<file path="src/rtl/i2s_tx_stereo_if.sv">
// Sample-pair stream into the I2S transmitter: one L/R pair per valid/ready transfer.
// The source drives the master side and the transmitter takes the slave side.
interface i2s_tx_stereo_if #(
  parameter int DATA_W = 24
);
  logic              s_valid;
  logic              s_ready;
  logic [DATA_W-1:0] s_left;
  logic [DATA_W-1:0] s_right;

  modport master (output s_valid, output s_left, output s_right, input s_ready);
  modport slave  (input s_valid, input s_left, input s_right, output s_ready);
endinterface

</file>
<file path="src/rtl/i2s_tx_stereo.sv">
// Stereo I2S / left-justified transmitter: a one-deep holding register feeds a frame register
// that is serialised MSB first; all pin outputs are registered and change on the SCLK falling edge.
module i2s_tx_stereo #(
  parameter int DATA_W        = 24,
  parameter int SLOT_W        = 32,
  parameter int SCLK_DVSR     = 4,
  parameter bit LJ_MODE       = 1'b0,
  parameter bit UNDERRUN_HOLD = 1'b1
) (
  input  logic             clk_i2s,
  input  logic             reset_n,
  i2s_tx_stereo_if.slave   s_if,
  output logic             tx_mclk,
  output logic             tx_sclk,
  output logic             tx_lrclk,
  output logic             tx_sd,
  output logic             underrun,
  output logic             frame_start
);

  localparam int FRAME_BITS = 2 * SLOT_W;
  localparam int BC_W       = $clog2(FRAME_BITS);
  localparam int CNT_W      = $clog2(SCLK_DVSR);
  localparam int IDX_W      = (DATA_W > 1) ? $clog2(DATA_W) : 1;

  logic [CNT_W-1:0]  cnt_q, cnt_d;
  logic [BC_W-1:0]   bit_cnt_q, bit_cnt_d;
  logic [DATA_W-1:0] hold_l_q, hold_l_d, hold_r_q, hold_r_d;
  logic              hold_full_q, hold_full_d;
  logic [DATA_W-1:0] frame_l_q, frame_l_d, frame_r_q, frame_r_d;
  logic              sclk_q, sclk_d;
  logic              lrclk_q, lrclk_d;
  logic              sd_q, sd_d;
  logic              underrun_q, underrun_d;
  logic              frame_start_q, frame_start_d;

  logic              tick;
  logic              boundary;
  logic              accept;
  logic [DATA_W-1:0] chan;
  int                slot_pos;
  int                bit_idx;

  always_comb begin
    tick     = (cnt_q == CNT_W'(SCLK_DVSR - 1));
    boundary = tick && (bit_cnt_q == BC_W'(FRAME_BITS - 1));
    accept   = s_if.s_valid && !hold_full_q;

    cnt_d     = tick ? '0 : cnt_q + 1'b1;
    bit_cnt_d = bit_cnt_q;
    if (tick) begin
      bit_cnt_d = boundary ? '0 : bit_cnt_q + 1'b1;
    end

    // An accept coinciding with an empty-holding boundary is not bypassed into the frame.
    frame_l_d = frame_l_q;
    frame_r_d = frame_r_q;
    if (boundary) begin
      if (hold_full_q) begin
        frame_l_d = hold_l_q;
        frame_r_d = hold_r_q;
      end else if (!UNDERRUN_HOLD) begin
        frame_l_d = '0;
        frame_r_d = '0;
      end
    end

    hold_l_d    = accept ? s_if.s_left  : hold_l_q;
    hold_r_d    = accept ? s_if.s_right : hold_r_q;
    hold_full_d = hold_full_q;
    if (boundary && hold_full_q) begin
      hold_full_d = 1'b0;
    end else if (accept) begin
      hold_full_d = 1'b1;
    end

    underrun_d    = boundary && !hold_full_q;
    frame_start_d = boundary;
    sclk_d        = (cnt_d >= CNT_W'(SCLK_DVSR / 2));

    // Pin values are computed from next state so they land on the falling SCLK edge.
    lrclk_d  = (bit_cnt_d >= BC_W'(SLOT_W));
    slot_pos = lrclk_d ? (int'(bit_cnt_d) - SLOT_W) : int'(bit_cnt_d);
    bit_idx  = slot_pos - (LJ_MODE ? 0 : 1);
    chan     = lrclk_d ? frame_r_d : frame_l_d;
    sd_d     = 1'b0;
    if (bit_idx >= 0 && bit_idx < DATA_W) begin
      sd_d = chan[IDX_W'(DATA_W - 1 - bit_idx)];
    end
  end

  always_ff @(posedge clk_i2s or negedge reset_n) begin
    if (!reset_n) begin
      cnt_q         <= '0;
      bit_cnt_q     <= '0;
      hold_l_q      <= '0;
      hold_r_q      <= '0;
      hold_full_q   <= 1'b0;
      frame_l_q     <= '0;
      frame_r_q     <= '0;
      sclk_q        <= 1'b0;
      lrclk_q       <= 1'b0;
      sd_q          <= 1'b0;
      underrun_q    <= 1'b0;
      frame_start_q <= 1'b0;
    end else begin
      cnt_q         <= cnt_d;
      bit_cnt_q     <= bit_cnt_d;
      hold_l_q      <= hold_l_d;
      hold_r_q      <= hold_r_d;
      hold_full_q   <= hold_full_d;
      frame_l_q     <= frame_l_d;
      frame_r_q     <= frame_r_d;
      sclk_q        <= sclk_d;
      lrclk_q       <= lrclk_d;
      sd_q          <= sd_d;
      underrun_q    <= underrun_d;
      frame_start_q <= frame_start_d;
    end
  end

  assign s_if.s_ready = !hold_full_q;
  assign tx_mclk      = clk_i2s;
  assign tx_sclk      = sclk_q;
  assign tx_lrclk     = lrclk_q;
  assign tx_sd        = sd_q;
  assign underrun     = underrun_q;
  assign frame_start  = frame_start_q;

endmodule

</file>
<file path="src/flat_wrapper.sv">
// flat-port wrapper written by rule: the top's interface ports become plain ports
module i2s_tx_stereo_flat 
#(
  parameter int DATA_W        = 24,
  parameter int SLOT_W        = 32,
  parameter int SCLK_DVSR     = 4,
  parameter bit LJ_MODE       = 1'b0,
  parameter bit UNDERRUN_HOLD = 1'b1
)
  (clk_i2s, reset_n, tx_mclk, tx_sclk, tx_lrclk, tx_sd, underrun, frame_start, s_if_s_valid, s_if_s_left, s_if_s_right, s_if_s_ready);
  i2s_tx_stereo_if #(.DATA_W(DATA_W)) s_if_i ();
  input  logic clk_i2s;
  input  logic reset_n;
  output logic tx_mclk;
  output logic tx_sclk;
  output logic tx_lrclk;
  output logic tx_sd;
  output logic underrun;
  output logic frame_start;
  input wire logic [$bits(s_if_i.s_valid)-1:0] s_if_s_valid;
  input wire logic [$bits(s_if_i.s_left)-1:0] s_if_s_left;
  input wire logic [$bits(s_if_i.s_right)-1:0] s_if_s_right;
  output wire logic [$bits(s_if_i.s_ready)-1:0] s_if_s_ready;
  assign s_if_i.s_valid = s_if_s_valid;
  assign s_if_i.s_left = s_if_s_left;
  assign s_if_i.s_right = s_if_s_right;
  assign s_if_s_ready = s_if_i.s_ready;
  i2s_tx_stereo #(.DATA_W(DATA_W), .SLOT_W(SLOT_W), .SCLK_DVSR(SCLK_DVSR), .LJ_MODE(LJ_MODE), .UNDERRUN_HOLD(UNDERRUN_HOLD)) u_core (.clk_i2s(clk_i2s), .reset_n(reset_n), .s_if(s_if_i), .tx_mclk(tx_mclk), .tx_sclk(tx_sclk), .tx_lrclk(tx_lrclk), .tx_sd(tx_sd), .underrun(underrun), .frame_start(frame_start));
endmodule
</file>
<file path="config.mk">
export PLATFORM = sky130hd
export DESIGN_NAME = i2s_tx_stereo_flat
export DESIGN_NICKNAME = d
export VERILOG_FILES = /design/src/rtl/i2s_tx_stereo_if.sv /design/src/rtl/i2s_tx_stereo.sv /design/src/flat_wrapper.sv
export SDC_FILE = /design/constraint.sdc
export NUM_CORES = 1
export LEC_CHECK = 0
export CAP_MARGIN = 0
export CORE_MARGIN = 1.5
export CORE_UTILIZATION = 35
export CTS_CLUSTER_DIAMETER = 30
export DETAILED_ROUTE_END_ITERATION = 10
export GPL_TIMING_DRIVEN = 0
export PLACE_DENSITY = 0.62
export SYNTH_ARGS = -nofsm -noshare
export SYNTH_HDL_FRONTEND = slang
export SYNTH_SLANG_ARGS = --single-unit
</file>
<file path="constraint.sdc">
create_clock -name clk_i2s -period 9.8 [get_ports clk_i2s]
set_clock_uncertainty 0.05 [all_clocks]
set_input_delay 1.47 -clock clk_i2s [delete_from_list [all_inputs] [get_ports clk_i2s]]
set_output_delay 1.47 -clock clk_i2s [all_outputs]
set_load 0.005 [all_outputs]
</file>
==> Yosys cells after proc, flatten, opt, wreduce, memory -nomap -nowiden <==
Cells that the tools add are included.
{ "totals": {"wordCells": 46, "in_bits": 51, "out_inout_bits": 7, "ff_bits": 110} }
{ "classes": {"mux": 15, "n_eq_ne": 2, "add_sub_neg": 5, "reduce_logical": 7, "magnitude_cmp": 5} }
{ "op_table": {"columns": ["op", "count"], "rows": [
  ["2-to-1 mux 24 bit", 5],
  [">= comparator 32 x 1 -> 1 bit (second input constant)", 1],
  ["less-than comparator 32 x 6 -> 1 bit (second input constant)", 1],
  ["2-to-1 mux 32 bit", 1],
  ["subtractor 32 x 2 -> 32 bit (second input constant)", 1],
  ["2-to-1 mux 6 bit", 2],
  ["less-than comparator 5 x 7 -> 1 bit (second input constant)", 1],
  ["subtractor 6 x 6 -> 7 bit (second input constant)", 1],
  ["adder 6 x 1 -> 6 bit (second input constant)", 1],
  ["equality test 6 bit (second input constant)", 1],
  [">= comparator 6 bit (second input constant)", 1],
  ["binary-select mux 1 bit (select 5 bit)", 1],
  ["logical AND 1 bit", 5],
  ["2-to-1 mux 1 bit", 5],
  ["subtractor 5 bit (first input constant)", 1],
  ["adder 2 x 1 -> 2 bit (second input constant)", 1],
  ["equality test 2 bit (second input constant)", 1],
  [">= comparator 2 bit (second input constant)", 1],
  ["2-to-1 mux 2 bit", 1],
  ["nonzero test 2 bit", 1],
  ["zero test 1 bit", 1]
]} }

==> Depth between registers and ports, before layout <==
Gate-level depths: netlist of run 1.
{ "depth": {"word_depth": 12, "mapped_depth": 18, "mapped_depth_nobuf": 15} }

==> out/results.tsv, run 1 <==
stage	metric	value	unit
status	status	completed	
route	vias	3777	
route	ant_nets	0	
critical_path	end_kind	output port	
floorplan	ioPinCount	58	
route	post-route-drc-count	0	
timing	setup_tns	0	ps
floorplan	start_util	35.7	%
yosys	synth-edff-count	0	
floorplan	rows	44	
grt	grt_max_degree	66	
yosys	synth_cells	483	
clock_network	cts_setup_buffers	0	
floorplan	die_area	15600	um^2
critical_path	worstSetupPathType	clock port to output port	
yosys	seq_area_frac_synth	52.0	%
flow_run	cap_violations	0	
finish	area_growth	23.8	%
route	viasPerCell	5.02	
yosys	synth_warnings	0	
floorplan	core	14500	um^2
finish	drive_gt1_share	18.3	%
timing	slew_headroom	44.1	%
power_and_ir_drop	p_per_area	151	nW/um^2
finish	regArea	2700	um^2
clock_network	clock_latency	470	ps
finish	nets	629	
grt	overflow	0	
power_and_ir_drop	total_power	973	uW
critical_path	crit_required	8280	ps
route	routed_wl	12300	um
finish	final_core_util	44.2	%
hold_path	hold_path.class	register to register	
timing	setup_viol	0	
yosys	synth_seq_cells	108	
finish	multi_input_area	2310	um^2
floorplan	die-width	125	um
floorplan	die_h	125	um
grt	antenna_found_initial	0	
timing	hold_ws	372	ps
power_and_ir_drop	ir_drop	0.0869	mV
place	io_buffers	57	
route	wl_per_cell	16.3	um
route	initialDrtViolationCount	198	
grt	track_usage	16.8	%
yosys	async_reset_ff_share	100	%
finish	n_antenna_cell	0	
timing	final_hold_viol_count	0	
yosys	syn_area	5190	um^2
clock_network	cts_tree	yes	
timing	worst_pin_slew	836	ps
clock_network	postCtsHoldBufs	0	
clock_network	cts_resized	0	
grt	grt_pass1_wl	20500	um
yosys	synth_ff_type	dfrtp_1	
clock_network	clk_pin_slew	70	ps
yosys	syn_avg_cell_area	10.8	um^2
finish	nFillCells	1435	
power_and_ir_drop	cellLeakagePower	2.98	nW
timing	rsz0062_at_grt	no	
critical_path	cp-start-kind	clock port	
critical_path	cp_max_fo	2	
yosys	synth_cell_types	68	
route	first_pass_iters	5	
critical_path	arrival	5680	ps
place	finalWeightedCongestion	0.840	
place	hpwl	9040	um
grt	grt_pass1_vias	3986	
timing	maxSlewViolCount	0	
## where the power goes
group          total [mW]  internal [mW]  switching, mW
logic              0.0551         0.0365         0.0186
registers           0.483          0.469         0.0144
clock network       0.435          0.271          0.164
total               0.973          0.776          0.197
## worst max-delay path, cell delays in order
cell             delay, ps
clkbuf_16              120
clkbuf_16              130
buf_4                  110
clkdlybuf4s50_1        430
## cell families after synthesis
logic type               synth area share (%)
multiplexers                             15.2
flip-flops                               52.0
buffers and inverters                    4.19
adder cells (fa/ha/maj)                  3.37
AO/OA/AOI/OAI                            5.78
XOR/XNOR                                 1.49
other                                  0.0722
AND/OR/NAND/NOR                          17.8
## Yosys cell counts (all sizes together), types with 2 or more instances
cell,n,area share [%]
a211oi,2,0.29
a21oi,9,0.94
a31o,2,0.34
a31oi,6,0.84
and2,4,0.48
and3,2,0.24
and4,2,0.39
buf,20,2.9
clkbuf,7,0.51
dfrtp,108,52
ha,14,3.4
inv,8,0.63
mux2,65,14
mux2i,3,0.58
nand2,133,9.7
nand3,9,1.1
nand3b,3,0.43
nand4,5,0.72
nor2,23,1.7
nor2b,2,0.24
nor3,5,0.48
nor4,3,0.36
o21ai,5,0.48
or3,10,1.3
or4,2,0.29
xnor2,3,0.65
xor2,5,0.84
## through the flow
step | instances | setup slack, ps | area, um^2
after floorplan | 492 | 3270 | 5230
after global placement | 733 | 2850 | 6030
after detailed placement | 734 | 2850 | 6050
after CTS | 753 | 2590 | 6430
after global routing | 753 | 2580 | 6430
final | 753 | 2600 | 6430
## cell type report
class | instances | area share [%]
plain buffers | 28 | 2.88
flip-flops and latches | 108 | 42.0
multi-input cells | 348 | 35.9
inverters | 8 | 0.506
well taps | 184 | 3.58
repair buffers | 57 | 9.11
clock buffers | 20 | 6.01
## per-layer routing
layer,GRT usage (%),wire (um),vias to the layer above
met1,21.8,5640,1874
met2,27.6,5970,81
li1,-,-,1811
met3,3.52,494,11
met4,6.62,166,0
met5,0,0,-
## registers in the layout (all words and copies together), names as in the netlist
| register | count |
|---|---|
| u_core.frame_l_q | 24 |
| u_core.frame_r_q | 24 |
| u_core.hold_l_q | 24 |
| u_core.hold_r_q | 24 |
| u_core.bit_cnt_q | 6 |
| u_core.cnt_q | 2 |
| u_core.frame_start | 1 |
| u_core.hold_full_q | 1 |
| u_core.tx_sd | 1 |
| u_core.underrun | 1 |
## cell usage in the layout (no fill, tap or decap), drive strengths merged, types with 6 or more instances in the layout
cell type      count
nand3              9
nand2            133
a21oi              9
clkdlybuf4s50     57
buf               22
conb              10
a31oi              6
clkbuf            26
inv                8
mux2              65
dfrtp            108
ha                14
nor2              23
or3               10
## worst paths after layout
check	cells after the start	to	start	slack, ps
setup / recovery	4	tx_mclk	clk_i2s	2600
hold / removal	1	u_core.cnt_q[0]	u_core.cnt_q[0]	370
setup reg to reg	16	u_core.tx_sd	u_core.cnt_q[1]	5670
hold reg to reg	1	u_core.cnt_q[0]	u_core.cnt_q[0]	370
max in group asynchronous	2	u_core.hold_r_q[11]	reset_n	8040
min in group asynchronous	1	u_core.hold_l_q[0]	reset_n	960
Power figures use the tool's default switching activity.
==> run 2: changes to the inputs <==
==> constraint.sdc (replaced) <==
create_clock -name clk_i2s -period 7.43 [get_ports clk_i2s]
set_clock_uncertainty 0.05 [all_clocks]
set_input_delay 1.1145 -clock clk_i2s [delete_from_list [all_inputs] [get_ports clk_i2s]]
set_output_delay 1.1145 -clock clk_i2s [all_outputs]
set_load 0.005 [all_outputs]
==> results of run 2 <==
The final DEF is identical to that of run 1. Status: completed.
Main changes from that run: setup slack after placement 2850 ps -> 2020 ps; setup slack after layout 2600 ps -> 1770 ps; register-to-register setup slack 5670 ps -> 3300 ps; total power 0.973 mW -> 1.28 mW; worst IR drop on VDD 0.0869 mV -> 0.115 mV
